### config.mk
export PLATFORM = sky130hd
export DESIGN_NAME = c_stream_drain
export DESIGN_NICKNAME = d
export VERILOG_FILES = /design/src/rtl/c_stream_drain_pkg.sv /design/src/rtl/stream_fifo.sv /design/src/rtl/c_stream_drain.sv
export SDC_FILE = /design/constraint.sdc
export NUM_CORES = 2
export LEC_CHECK = 0
export ABC_CLOCK_PERIOD_IN_PS = 14800
export CAP_MARGIN = 5
export CORE_AREA = 2 2 433 435
export CTS_CLUSTER_DIAMETER = 200
export CTS_CLUSTER_SIZE = 16
export DETAILED_ROUTE_END_ITERATION = 12
export DIE_AREA = 0 0 435 437
export PLACE_DENSITY = 0.79
export REMOVE_ABC_BUFFERS = 1
export SLEW_MARGIN = 10
export SYNTH_ARGS = -nofsm -noshare
export SYNTH_HDL_FRONTEND = slang
export SYNTH_SLANG_ARGS = --single-unit
### constraint.sdc
create_clock -name clk -period 14.8 [get_ports clk]
set_input_delay 1.48 -clock clk [delete_from_list [all_inputs] [get_ports clk]]
set_output_delay 1.48 -clock clk [all_outputs]
set_load 0.01 [all_outputs]
### src/rtl/c_stream_drain_pkg.sv
// ============================================================================
//  Module   : c_stream_drain_pkg
//  Purpose  : Shared types and constants for the C-out drain path.
//  Revision : 1.0 - initial release
// ============================================================================
`default_nettype none

package c_stream_drain_pkg;

    localparam int DRAIN_BURST_LEN  = 16;
    localparam int DRAIN_FIFO_DEPTH = 4;
    localparam int DRAIN_ADDR_WIDTH = 32;
    localparam int DRAIN_LEN_WIDTH  = 16;

    typedef struct packed {
        logic [DRAIN_ADDR_WIDTH-1:0] addr;
        logic [DRAIN_LEN_WIDTH-1:0]  beats;
    } DrainCmd;

    typedef enum logic [1:0] {
        IDLE = 2'd0,
        REQ  = 2'd1,
        DATA = 2'd2,
        FIN  = 2'd3
    } drain_state_t;

endpackage

`default_nettype wire

### src/rtl/stream_fifo.sv
// ============================================================================
//  Module   : stream_fifo
//  Purpose  : Registered FIFO with head output; push refused when full.
//  Revision : 1.0 - initial release
// ============================================================================
`default_nettype none

module stream_fifo #(
    parameter int WIDTH = 8,
    parameter int DEPTH = 4
) (
    input  logic             clk,
    input  logic             rst,
    input  logic             push,
    input  logic [WIDTH-1:0] push_data,
    input  logic             pop,
    output logic             full,
    output logic             empty,
    output logic [WIDTH-1:0] head
);

    localparam int PW = $clog2(DEPTH);

    logic [PW:0]      wr_ptr_q, wr_ptr_d;
    logic [PW:0]      rd_ptr_q, rd_ptr_d;
    logic [WIDTH-1:0] mem_q [DEPTH];
    logic             do_push;
    logic             do_pop;

    // Extra pointer bit distinguishes full from empty when the indices match.
    assign empty   = (wr_ptr_q == rd_ptr_q);
    assign full    = (wr_ptr_q[PW] != rd_ptr_q[PW]) &&
                     (wr_ptr_q[PW-1:0] == rd_ptr_q[PW-1:0]);
    assign do_push = push && !full;
    assign do_pop  = pop && !empty;
    assign head    = mem_q[rd_ptr_q[PW-1:0]];

    always_comb begin
        wr_ptr_d = wr_ptr_q;
        rd_ptr_d = rd_ptr_q;
        if (do_push) wr_ptr_d = wr_ptr_q + (PW+1)'(1);
        if (do_pop)  rd_ptr_d = rd_ptr_q + (PW+1)'(1);
    end

    always_ff @(posedge clk or posedge rst) begin
        if (rst) begin
            wr_ptr_q <= '0;
            rd_ptr_q <= '0;
        end else begin
            wr_ptr_q <= wr_ptr_d;
            rd_ptr_q <= rd_ptr_d;
        end
    end

    always_ff @(posedge clk) begin
        if (do_push) mem_q[wr_ptr_q[PW-1:0]] <= push_data;
    end

endmodule

`default_nettype wire

### src/rtl/c_stream_drain.sv
// ============================================================================
//  Module   : c_stream_drain
//  Purpose  : Drains the accelerator result stream into segmented burst writes.
//  Revision : 1.0 - initial release
// ============================================================================
`default_nettype none

module c_stream_drain
    import c_stream_drain_pkg::*;
#(
    parameter int DATA_WIDTH = 512,
    parameter int ADDR_WIDTH = 32,
    parameter int LEN_WIDTH  = 16,
    parameter int BURST_LEN  = DRAIN_BURST_LEN,
    parameter int FIFO_DEPTH = DRAIN_FIFO_DEPTH,
    localparam int BLW       = $clog2(BURST_LEN) + 1
) (
    input  logic                  clk,
    input  logic                  rst,
    input  logic                  cmd_valid,
    output logic                  cmd_ready,
    input  logic [ADDR_WIDTH-1:0] cmd_addr,
    input  logic [LEN_WIDTH-1:0]  cmd_beats,
    input  logic                  in_valid,
    output logic                  in_ready,
    input  logic [DATA_WIDTH-1:0] in_data,
    output logic                  wr_req_valid,
    input  logic                  wr_req_ready,
    output logic [ADDR_WIDTH-1:0] wr_req_addr,
    output logic [BLW-1:0]        wr_req_len,
    output logic                  wr_data_valid,
    input  logic                  wr_data_ready,
    output logic [DATA_WIDTH-1:0] wr_data,
    output logic                  wr_data_last,
    output logic                  busy,
    output logic                  done
);

    localparam int BEAT_BYTES = DATA_WIDTH / 8;

    drain_state_t          state_q, state_d;
    logic [ADDR_WIDTH-1:0] cur_addr_q, cur_addr_d;
    logic [LEN_WIDTH-1:0]  rem_in_q, rem_in_d;
    logic [LEN_WIDTH-1:0]  rem_out_q, rem_out_d;
    logic [BLW-1:0]        burst_cnt_q, burst_cnt_d;

    logic                  fifo_push;
    logic                  fifo_pop;
    logic                  fifo_full;
    logic                  fifo_empty;
    logic [DATA_WIDTH-1:0] fifo_head;
    logic [BLW-1:0]        req_len;

    assign busy      = (state_q != IDLE);
    // Upstream acceptance depends only on registered state, never on the write side.
    assign in_ready  = busy && (rem_in_q != '0) && !fifo_full;
    assign fifo_push = in_valid && in_ready;
    assign req_len   = (rem_out_q >= LEN_WIDTH'(BURST_LEN)) ? BLW'(BURST_LEN)
                                                           : rem_out_q[BLW-1:0];
    assign wr_data   = wr_data_valid ? fifo_head : '0;

    stream_fifo #(
        .WIDTH (DATA_WIDTH),
        .DEPTH (FIFO_DEPTH)
    ) u_fifo (
        .clk       (clk),
        .rst       (rst),
        .push      (fifo_push),
        .push_data (in_data),
        .pop       (fifo_pop),
        .full      (fifo_full),
        .empty     (fifo_empty),
        .head      (fifo_head)
    );

    always_comb begin
        state_d       = state_q;
        cur_addr_d    = cur_addr_q;
        rem_in_d      = rem_in_q;
        rem_out_d     = rem_out_q;
        burst_cnt_d   = burst_cnt_q;
        cmd_ready     = 1'b0;
        wr_req_valid  = 1'b0;
        wr_req_addr   = '0;
        wr_req_len    = '0;
        wr_data_valid = 1'b0;
        wr_data_last  = 1'b0;
        fifo_pop      = 1'b0;
        done          = 1'b0;

        if (fifo_push) rem_in_d = rem_in_q - LEN_WIDTH'(1);

        case (state_q)
            IDLE: begin
                cmd_ready = 1'b1;
                if (cmd_valid) begin
                    cur_addr_d = cmd_addr;
                    rem_in_d   = cmd_beats;
                    rem_out_d  = cmd_beats;
                    state_d    = (cmd_beats != '0) ? REQ : FIN;
                end
            end
            REQ: begin
                wr_req_valid = 1'b1;
                wr_req_addr  = cur_addr_q;
                wr_req_len   = req_len;
                if (wr_req_ready) begin
                    burst_cnt_d = req_len;
                    cur_addr_d  = cur_addr_q +
                                  ADDR_WIDTH'(req_len) * ADDR_WIDTH'(BEAT_BYTES);
                    state_d     = DATA;
                end
            end
            DATA: begin
                wr_data_valid = !fifo_empty;
                wr_data_last  = (burst_cnt_q == BLW'(1));
                if (wr_data_valid && wr_data_ready) begin
                    fifo_pop    = 1'b1;
                    burst_cnt_d = burst_cnt_q - BLW'(1);
                    rem_out_d   = rem_out_q - LEN_WIDTH'(1);
                    if (wr_data_last) begin
                        state_d = (rem_out_q == LEN_WIDTH'(1)) ? FIN : REQ;
                    end
                end
            end
            FIN: begin
                done    = 1'b1;
                state_d = IDLE;
            end
            default: state_d = IDLE;
        endcase
    end

    always_ff @(posedge clk or posedge rst) begin
        if (rst) begin
            state_q     <= IDLE;
            cur_addr_q  <= '0;
            rem_in_q    <= '0;
            rem_out_q   <= '0;
            burst_cnt_q <= '0;
        end else begin
            state_q     <= state_d;
            cur_addr_q  <= cur_addr_d;
            rem_in_q    <= rem_in_d;
            rem_out_q   <= rem_out_d;
            burst_cnt_q <= burst_cnt_d;
        end
    end

endmodule

`default_nettype wire

==> flow_summary.ini <==
[yosys]
ys.flop_type = edfxtp_1
synth_edf_count = 2048
synthTopCellsByCount = 2048 x edfxtp_1, 551 x and2_1, 512 x mux4_2, 148 x clkbuf_1, 77 x dfrtp_1
yosysUniqueCellTypes = 68
synth_top_area_frac = 0.750
synth-seq-cells = 2125
async_reset_ff_frac = 0.0362
syn_area_mm2 = 0.0820
ys_warn_count = 0
ys_seq_area_frac = 0.773
synth_most_common_cell = edfxtp_1
syn_avg_cell_area_um2 = 21.2
synth_area_leaders = edfxtp_1 75%, mux4_2 14%, and2_1 4.2%, dfrtp_1 2.3%, clkbuf_1 0.68%
syn_inst = 3861
synth_top_area_cell = edfxtp_1

[setup_path]
cp-start-kind = flop
worst_setup_path_end_kind = primary output
crit_chain = buf_4 > buf_4 > buf_4 > mux4_2 > and2_1 > clkdlybuf4s50_1
cpLargestDelayFamily = buffers and inverters
crit_type = flop to primary output
crit_required_ns = 13.32
startpoint = u_fifo.rd_ptr_q[1]$_DFFE_PP0P_
crit_arrival_ns = 5.72
cp.depth = 6
slowest_stage = dfrtp_4
critical_path.endpoint = wr_data[412]
rrSetupSlack_ns = 8.77
r2r_cells = 7
critPathBufInv = 4
timing.rr.end = u_fifo.mem_q[0][243]$_DFFE_PP_
cpMostUsedCell = buf_4
timing.rr.start = u_fifo.rd_ptr_q[1]$_DFFE_PP0P_
crit_path_max_incr_delay_ns = 1.13
critical_path.max_fanout = 64

[floorplanning]
die_w_um = 435
rows = 158
dieArea_mm2 = 0.190
fp.coreArea_mm2 = 0.185
initial_core_util = 0.443
ios = 1122
dieHeight_um = 437

[grt]
grt-ovfl-total = 0
grt_use_met2 = 0.342
grt_max_degree = 214
grtUsageMet3 = 0.0638
grt_pass1_vias = 43200
antenna_found_initial = 65
top_usage_layer = met2
grt_pass1_wl_mm = 293
grt_use_met1 = 0.247
track_usage = 0.209

[routing]
vias_per_cell = 5.55
drtIter0Drc = 3582
drc_errors = 0
wirelength_mm = 203
final_antenna_net_count = 0
drtPass1Iterations = 5
vias = 41900
wl_per_cell_um = 26.8

[sta]
period_needed_ns = 7.20
worst_clock_skew_ns = 0.0272
hold_viol_final = 0
relSlewSlack = 0.0805
tns_ns = 0
setup_viol = 0
whs_ns = 0.476
max_freq_ghz = 0.139
min_period_over_period = 0.486
final-max-slew-violation-count = 0
rsz0062_at_grt = false
tightest_slew_ns = 1.38

[place]
place_area_mm2 = 0.0961
place.gp.congestion = 0.897
io_buffers = 1121
dp_hpwl_mm = 129

[clock_tree]
cts_made_buffers = 150
htree_levels = 4
clock_latency_ns = 0.81
cts.repair.resized = 0
clockRootBuffer = clkbuf_16
cts_max_path_buffers = 3
clkTransAtPathRegs_ns = 0.07
postCtsSetupBuffers = 0
cts_tree = done
cts_sinks = 2125
cts.hold.buffers_added = 0

[pwr]
peakVddDrop_v = 0.000191
leakage_nw = 31.8
power_mw = 19.2
p_per_area_mw_per_mm2 = 191

[cells_and_area]
area_delta_synth_final_pct = 22.4
nets = 5560
drive_gt1_frac = 0.149
final_area_mm2 = 0.100

[status]
status = finished clean

[min_path]
min_path_type = flop to flop

[run]
maxCapViolCount = 0
-- cell families after synthesis --
logic type | after synthesis | share of synthesized area
multiplexers | 516 | 0.141
XOR/XNOR | 18 | 0.00192
flip-flops | 2125 | 0.773
AND/OR/NAND/NOR | 777 | 0.0556
adder cells (fa/ha/maj) | 18 | 0.00284
AO/OA/AOI/OAI | 181 | 0.0144
buffers and inverters | 226 | 0.0106
-- tightest hold or removal path, stage by stage (launching register included) --
cell,delay (ns)
dfrtp_1,0.34
nand2_1,0.05
nand2_1,0.06
-- registers in the layout (all words and copies together), names as in the netlist --
| signal | count |
|---|---|
| burst_cnt_q | 5 |
| u_fifo.wr_ptr_q | 3 |
| u_fifo.rd_ptr_q | 3 |
| state_q | 2 |
| cur_addr_q | 32 |
| rem_out_q | 16 |
| u_fifo.mem_q | 2048 |
| rem_in_q | 16 |
-- how the worst min path moves through the flow --
| stage | start | to | slack (ns) | depth (start not counted) |
|---|---|---|---|---|
| 2_1_floorplan | cur_addr_q[0]$_DFFE_PP0P_ | cur_addr_q[0]$_DFFE_PP0P_ | 0.44 | 2 |
| 3_3_place_gp | cur_addr_q[3]$_DFFE_PP0P_ | cur_addr_q[3]$_DFFE_PP0P_ | 0.45 | 2 |
| 3_5_place_dp | cur_addr_q[2]$_DFFE_PP0P_ | cur_addr_q[2]$_DFFE_PP0P_ | 0.46 | 2 |
| 4_1_cts | cur_addr_q[2]$_DFFE_PP0P_ | cur_addr_q[2]$_DFFE_PP0P_ | 0.48 | 2 |
| 5_1_grt | cur_addr_q[3]$_DFFE_PP0P_ | cur_addr_q[3]$_DFFE_PP0P_ | 0.50 | 2 |
| 6_report | cur_addr_q[3]$_DFFE_PP0P_ | cur_addr_q[3]$_DFFE_PP0P_ | 0.48 | 2 |
-- metrics by stage --
| stage | setup WS, ns | utilization | cells |
|---|---|---|---|
| 2_1_floorplan | -23.09 | - | 3654 |
| 3_3_place_gp | 8.43 | 0.519 | 7304 |
| 3_5_place_dp | 8.45 | 0.519 | 7304 |
| 4_1_cts | 7.51 | 0.542 | 7497 |
| 5_1_grt | 7.36 | 0.542 | 7542 |
| 6_report | 7.60 | 0.542 | 7553 |
-- power by group --
group | total (mW) | switching, mW | internal [mW]
combinational | 7.16 | 3.70 | 3.45
clock | 3.80 | 1.93 | 1.87
sequential | 8.21 | 0.383 | 7.83
-- cell usage in the layout, fill, tap and decap left out, types with 6 or more instances in the layout --
cell type        Yosys  layout
inv_1               18      17
o22ai_1             10      10
edfxtp_1          2048    2048
nor3_1              19      18
diode_2              0      56
a21o_1               7       7
nand4_1              9       9
xnor2_1             12      12
mux4_2             512     512
clkdlybuf4s50_1      0    1121
ha_1                17      17
or4_1                7       7
o211ai_1             6       6
a31oi_1             13      12
nand2_1             69      69
nor4_1              10      10
dfrtp_1             77      75
a21oi_1             45      44
nor2_1              52      52
o21ai_0             43      43
clkbuf_16            0     152
clkbuf_1           148      27
a311oi_1             6       6
and3_1               9       9
buf_12               0      13
inv_6                0       6
nand3_1             21      21
and2_1             551     547
xor2_1               6       6
buf_4                1      36
or3_1                9       9
-- per-layer routing --
| metal | up-vias | part of all wire |
|---|---|---|
| met3 | 389 | 0.082 |
| met1 | 21800 | 0.36 |
| met5 | - | 0.00085 |
| met4 | 26 | 0.055 |
| li1 | 17900 | - |
| met2 | 1767 | 0.50 |
-- final cells by class --
type | instances | area, um^2
repair buffers | 1170 | 11800
inverters | 19 | 71.3
multi-input cells | 1510 | 17700
well taps | 2480 | 3100
diodes | 56 | 140
flip-flops and latches | 2125 | 63400
fillers | 13900 | 84700
clock buffers | 179 | 3910
clock inverters | 14 | 214
No activity file was read; power rests on OpenSTA's default activity.
